$ cat config.mk
export PLATFORM = sky130hd
export DESIGN_NAME = compensation_readout
export DESIGN_NICKNAME = d
export VERILOG_FILES = /design/src/rtl/comp_pkg.sv /design/src/rtl/comp_shadow_bank.sv /design/src/rtl/compensation_readout.sv
export SDC_FILE = /design/constraint.sdc
export NUM_CORES = 1
export LEC_CHECK = 0
export BUFFER_PORTS_ARGS = -buffer_cell sky130_fd_sc_hd__clkbuf_2
export CORE_UTILIZATION = 57
export CTS_CLUSTER_DIAMETER = 30
export DETAILED_ROUTE_END_ITERATION = 8
export PLACE_DENSITY = 0.84
export SLEW_MARGIN = 20
export SYNTH_ARGS = -nofsm -noshare
export SYNTH_HDL_FRONTEND = slang
export SYNTH_HIERARCHICAL = 1
export SYNTH_SLANG_ARGS = --single-unit
export TNS_END_PERCENT = 30
$ cat constraint.sdc
create_clock -name clk -period 7.85 [get_ports clk]
set_input_delay 0.785 -clock clk [delete_from_list [all_inputs] [get_ports clk]]
set_output_delay 0.785 -clock clk [all_outputs]
set_load 0.005 [all_outputs]
$ cat src/rtl/comp_pkg.sv
// comp_pkg: shared constants and FSM state type for the compensation drain path
package comp_pkg;
    localparam int COMP_W        = 14;
    localparam int N_COL_DEFAULT = 8;
    typedef enum logic [0:0] {IDLE = 1'b0, DRAIN = 1'b1} comp_rd_state_t;
endpackage

$ cat src/rtl/comp_shadow_bank.sv
// comp_shadow_bank: parallel-load snapshot of all column sums with an indexed read port
module comp_shadow_bank
    import comp_pkg::*;
#(
    parameter int N_COL  = N_COL_DEFAULT,
    parameter int DATA_W = COMP_W,
    parameter int IDX_W  = $clog2(N_COL)
) (
    input  logic                    clk,
    input  logic                    rst,
    input  logic                    i_load,
    input  logic [N_COL*DATA_W-1:0] i_data,
    input  logic [IDX_W-1:0]        i_idx,
    output logic [DATA_W-1:0]       o_data
);
    logic [DATA_W-1:0] r_mem [N_COL];

    // capture every column in one cycle; cleared on reset so the read port idles at 0
    always_ff @(posedge clk or posedge rst) begin
        if (rst) begin
            for (int i = 0; i < N_COL; i++) r_mem[i] <= '0;
        end else if (i_load) begin
            for (int i = 0; i < N_COL; i++) r_mem[i] <= i_data[i*DATA_W +: DATA_W];
        end
    end

    assign o_data = r_mem[i_idx];
endmodule

$ cat src/rtl/compensation_readout.sv
// compensation_readout: snapshots compensation sums and streams them one column per cycle
module compensation_readout
    import comp_pkg::*;
#(
    parameter int N_COL  = N_COL_DEFAULT,
    parameter int DATA_W = COMP_W
) (
    input  logic                      clk,
    input  logic                      rst,
    input  logic                      capture,
    input  logic [N_COL*DATA_W-1:0]   comp_sum_in,
    output logic                      out_valid,
    input  logic                      out_ready,
    output logic [DATA_W-1:0]         out_data,
    output logic [$clog2(N_COL)-1:0]  out_col,
    output logic                      out_last,
    output logic                      busy,
    output logic                      capture_drop
);
    localparam int IDX_W = $clog2(N_COL);
    localparam logic [IDX_W-1:0] LAST_IDX = IDX_W'(N_COL - 1);

    comp_rd_state_t   r_state;
    logic [IDX_W-1:0] r_idx;
    logic             r_drop;
    logic             w_draining;
    logic             w_last;
    logic             w_xfer;
    logic             w_load;

    assign w_draining = (r_state == DRAIN);
    assign w_last     = w_draining && (r_idx == LAST_IDX);
    assign w_xfer     = w_draining && out_ready;
    // a capture landing on the final handshake chains straight into the next tile
    assign w_load     = capture && (!w_draining || (w_last && out_ready));

    comp_shadow_bank #(
        .N_COL  (N_COL),
        .DATA_W (DATA_W),
        .IDX_W  (IDX_W)
    ) u_bank (
        .clk    (clk),
        .rst    (rst),
        .i_load (w_load),
        .i_data (comp_sum_in),
        .i_idx  (r_idx),
        .o_data (out_data)
    );

    // drain FSM, column index and rejected-capture flag
    always_ff @(posedge clk or posedge rst) begin
        if (rst) begin
            r_state <= IDLE;
            r_idx   <= '0;
            r_drop  <= 1'b0;
        end else begin
            r_drop <= capture && !w_load;
            if (w_load) begin
                r_state <= DRAIN;
                r_idx   <= '0;
            end else if (w_xfer) begin
                if (w_last) r_state <= IDLE;
                else        r_idx   <= r_idx + 1'b1;
            end
        end
    end

    assign out_valid    = w_draining;
    assign busy         = w_draining;
    assign out_last     = w_last;
    assign out_col      = r_idx;
    assign capture_drop = r_drop;
endmodule

Yosys cells after proc, flatten, opt, wreduce, memory -nomap -nowiden
Cells that the tools add are included.
W data, S select, Z words.
{"block": "word_totals", "regBits": 117, "input_bits": 116, "out_inout_bits": 21}
{"block": "classes", "n_addsub": 1, "n_lt_le_gt_ge": 1, "eq_ne": 2, "muxes": 9, "bitwise_logic": 1, "reduce_logical": 12}
{"op": "$bmux W14 S3", "count": 1}
{"op": "$mux W14", "count": 2}
{"op": "$mux W3", "count": 3}
{"op": "$logic_and A1 B1 Y1", "count": 5}
{"op": "$ge A4 B4 Y1 const B", "count": 1}
{"op": "$not A3 Y4", "count": 1}
{"op": "$reduce_and A2 Y1", "count": 2}
{"op": "$reduce_bool A2 Y1", "count": 2}
{"op": "$add A3 B1 Y3 const B", "count": 1}
{"op": "$eq A3 B3 Y1 const B", "count": 1}
{"op": "$mux W1", "count": 3}
{"op": "$logic_not A1 Y1", "count": 2}
{"op": "$ne A2 B1 Y1 const B", "count": 1}
{"op": "$logic_or A1 B1 Y1", "count": 1}

Logic depth before layout (Yosys ltp)
{"block": "depth", "ltp_word": 7, "depth_mapped": 7, "ltp_nobuf": 5}

Cells and area by module
The synthesis kept the hierarchy.
{"mod": "comp_shadow_bank", "instances": 1, "cells_per_inst": 286, "area_each_um2": 5077.4, "seq_area_each_um2": 2802.7}
{"mod": "compensation_readout", "instances": 1, "cells_per_inst": 27, "area_each_um2": 282.8, "seq_area_each_um2": 125.1}

Worst setup path before layout
No wires, ideal clock.
{"block": "synth_path", "path_kind": "register to output", "startpoint": "reg r_idx[0] (netlist: out_col[0])", "endpoint": "out out_data[2]", "arrival_ns": 1.492, "t_required_ns": 7.065, "path_slack_ns": 5.573, "stages_incl_launch_ff": 6, "n_path_buf": 3, "path_cell_list": "dfrtp_1 > buf_6 > buf_8 > buf_2 > mux4_2 > mux2_4"}
{"block": "synth_between", "elab_chain_cells": 4}
{"element": "from (decl)", "line": "compensation_readout.sv:24", "rtl": "logic [IDX_W-1:0] r_idx;"}
{"element": "from (signal assigned)", "line": "compensation_readout.sv:63", "rtl": "else r_idx <= r_idx + 1'b1;"}
{"element": "$not A3 Y4 (implied by the code)", "line": "comp_shadow_bank.sv:27", "rtl": "assign o_data = r_mem[i_idx];"}
{"element": "$bmux W14 S3", "line": "comp_shadow_bank.sv:27"}
{"element": "$mux W14 (implied by the code) (2 in a row)", "line": "comp_shadow_bank.sv:27"}
{"element": "to (decl)", "line": "compensation_readout.sv:14", "rtl": "output logic [DATA_W-1:0] out_data,"}
No other way between the ends. The select of a mux whose other input is x is not followed.

Final worst setup path
{"block": "layout_path", "startpoint": "reg r_idx[1] (netlist: out_col[1])", "endpoint": "reg u_bank/r_mem[61] in the netlist's numbering"}
{"block": "layout_between", "elab_chain_cells": 5}
{"element": "$eq A3 B3 Y1", "line": "compensation_readout.sv:32", "rtl": "assign w_last = w_draining && (r_idx == LAST_IDX);"}
{"element": "$logic_and A1 B1 Y1", "line": "compensation_readout.sv:32"}
{"element": "$logic_and A1 B1 Y1", "line": "compensation_readout.sv:35", "rtl": "assign w_load = capture && (!w_draining || (w_last && out_ready));"}
{"element": "$logic_or A1 B1 Y1", "line": "compensation_readout.sv:35"}
{"element": "$logic_and A1 B1 Y1", "line": "compensation_readout.sv:35"}
{"element": "net w_load", "line": "compensation_readout.sv:29", "rtl": "logic w_load;"}
{"element": "to (decl)", "line": "comp_shadow_bank.sv:16", "rtl": "logic [DATA_W-1:0] r_mem [N_COL];"}
The timed path passes the listed nets, and every way through them passes these cells.
A chain may end at the register's enable or synchronous reset.

==> reports/results.ini <==
[outcome]
outcome = finished, final reports clean

[synthesis]
ys_ff_latch = 117
yosysWarnings = 6
netlist_area_um2 = 5360
avgSynthCellArea_um2 = 17.1
yosys.area_share.simple_pct = 0.817
muxShareOfSynthArea_pct = 40.2
synth_compound_area_share_pct = 1.05
ys_top_cells_by_area = dfrtp_1, mux2_2, mux4_1
syn_nets = 431
synth.distinct_cells = 27
synth_fa_ha_area_share_pct = 0.467
synth_top_family_by_area = multiplexers
synth_top_area_cell = dfrtp_1
syn_inst = 313
yosysSeqAreaShare_pct = 54.6
synth_xor_area_share_pct = 0
synth_top_cell_area_share_pct = 54.6

[clocking]
clock_sinks = 117
clock-root-buffer = clkbuf_8
cts-htree-levels = 4
clkTransAtPathRegs_ns = 0.05
post_cts_resized = 0
hold_buffers = 0
postCtsSetupBuffers = 0
cts-buffers-inserted = 17
clock_path_buffers = 2
cts_tree = done
clock_latency_ns = 0.51

[routing]
wl_um = 10700
wl_per_cell_um = 18.6
viasPerCell = 5.60
wl_met2_um = 5230
wl_met3_um = 531
dr.pass1.iters = 4
detail-route-antenna-nets = 0
num_vias = 3218
first_iter_violations = 76
top_layer = met4
drc = 0
met1_length_um = 4690

[layout]
layout_commonest_cell = clkbuf_2
area_growth_pct = 24.7
drive_gt1_share_pct = 67.7
nFillCells = 576
finalInstanceArea_um2 = 6680
antenna_cells = 0
final_cell_mix = clkbuf_2, mux2_2, dfrtp_1
final_util_pct = 73.0
fin_nets = 569

[sta]
fin_crit_ns = 3.52
rsz0062_at_grt = false
finalSetupTns_ns = 0
fin_crit_sh_pct = 44.9
worst_pin_slew_ns = 0.913
hold_viol = 0
max_freq_mhz = 284
slew_violations = 0
fin_worst_skew_ns = 0.00803
slew_headroom_pct = 39.1
finalSetupViolCount = 0

[setup_path]
crit_arrival_ns = 3.91
critPathMaxFanout = 58
worstPathRequired_ns = 8.23
reg2reg_from = out_col[1]$_DFFE_PP0P_
crit_start = out_col[1]$_DFFE_PP0P_
worstSetupPathType = register to register
r2r-end = u_bank/r_mem[61]$_DFFE_PP0P_
cp-start-kind = register
endpoint_kind = register
rrSetupSlack_ns = 4.33
ff2ff_path_depth = 7

[global_route]
antenna_found_initial = 0
grt_pass1_wl_um = 17200
grt_util_all_layers_pct = 24.0
gr-total-overflow = 0
grt_pass1_vias = 3290
grt_max_degree = 61

[floorplanning]
core-area_um2 = 9150
die_y_um = 99.0
die_w_um = 99.0
rows = 35
die_area_um2 = 9800
initial_utilization_pct = 58.6
io_pins = 137

[power_and_ir_drop]
power_density_nw_per_um2 = 411
ir_drop_v = 0.000189
p_leak_nw = 3.17

[flow_run]
maxCapViolCount = 0

[hold_path]
hp-class = input port to async pin

[placement]
post-dp-hpwl_um = 7280
gp_congestion = 0.789
place_area_um2 = 6080
numPortBuffers = 136

## Yosys cell counts
library cell,instances
nor2b_1,1
buf_12,1
buf_2,11
o22ai_1,1
dfrtp_1,117
a21boi_2,1
mux2_2,118
buf_1,3
a21o_1,1
nand4b_1,1
clkbuf_1,1
buf_6,2
or2_1,1
a21oi_2,1
mux4_2,11
nand2_1,1
ha_1,2
a22o_1,2
and2_1,2
inv_1,5
o21ai_0,1
mux2_4,8
nand2b_1,1
mux4_1,17
buf_8,1
mux2i_1,1
buf_4,1
## worst max-delay path, cell delays in order (launching register included)
cell and delay, ns:
dfrtp_1 0.94, ha_1 0.29, ha_1 0.24, a21boi_2 0.11
nor2b_4 0.10, buf_4 0.54, buf_4 0.70, mux2_2 0.42
## routing by layer
metal	vias to the layer above	track usage [%]
li1	1459	-
met1	1645	33.1
met2	98	37.0
met3	16	5.89
met4	0	9.64
met5	-	0
## final cells by class
type	count	area (um2)	area share, %
clock inverters	14	175	2.62
inverters	5	21.3	0.318
flip-flops and latches	117	2930	43.8
well taps	111	139	2.08
repair buffers	139	703	10.5
clock buffers	18	428	6.40
multi-input cells	171	2290	34.2
## per-stage QoR
stage                     instances  setup WS, ns  total power [mW]  hold slack, ns
after global placement          543          4.43              1.92           0.481
after CTS                       575          4.32              2.77           0.181
after floorplan                 313          4.11              1.71           0.472
after detailed placement        543          4.34              1.97           0.488
final                           575          4.33              2.75           0.190
after global routing            575          4.14              2.89           0.188
## where the power goes
part           internal [mW]  switching, mW  total (mW)
clock                  0.495          0.273       0.769
combinational          0.594          0.266       0.859
sequential             0.895          0.222        1.12
## registers in the layout, summed over array words and instances, names as in the netlist
register,cells
capture_drop,1
out_col,3
u_bank/r_mem,112
busy,1
## kinds of logic after synthesis
kind of cell,Yosys count
muxes,155
DFF,117
and+or+nand+nor,7
adders and majority gates,2
buffers and inverters,25
AOI/OAI and AO/OA,7
## worst max-delay path by stage
stage | to | slack [ns]
2_1_floorplan | u_bank/r_mem[0]$_DFFE_PP0P_ | 4.11
3_3_place_gp | u_bank/r_mem[11]$_DFFE_PP0P_ | 4.43
3_5_place_dp | u_bank/r_mem[17]$_DFFE_PP0P_ | 4.34
4_1_cts | u_bank/r_mem[61]$_DFFE_PP0P_ | 4.32
5_1_grt | u_bank/r_mem[61]$_DFFE_PP0P_ | 4.14
6_report | u_bank/r_mem[61]$_DFFE_PP0P_ | 4.33
No activity file was read; power rests on OpenSTA's default activity.
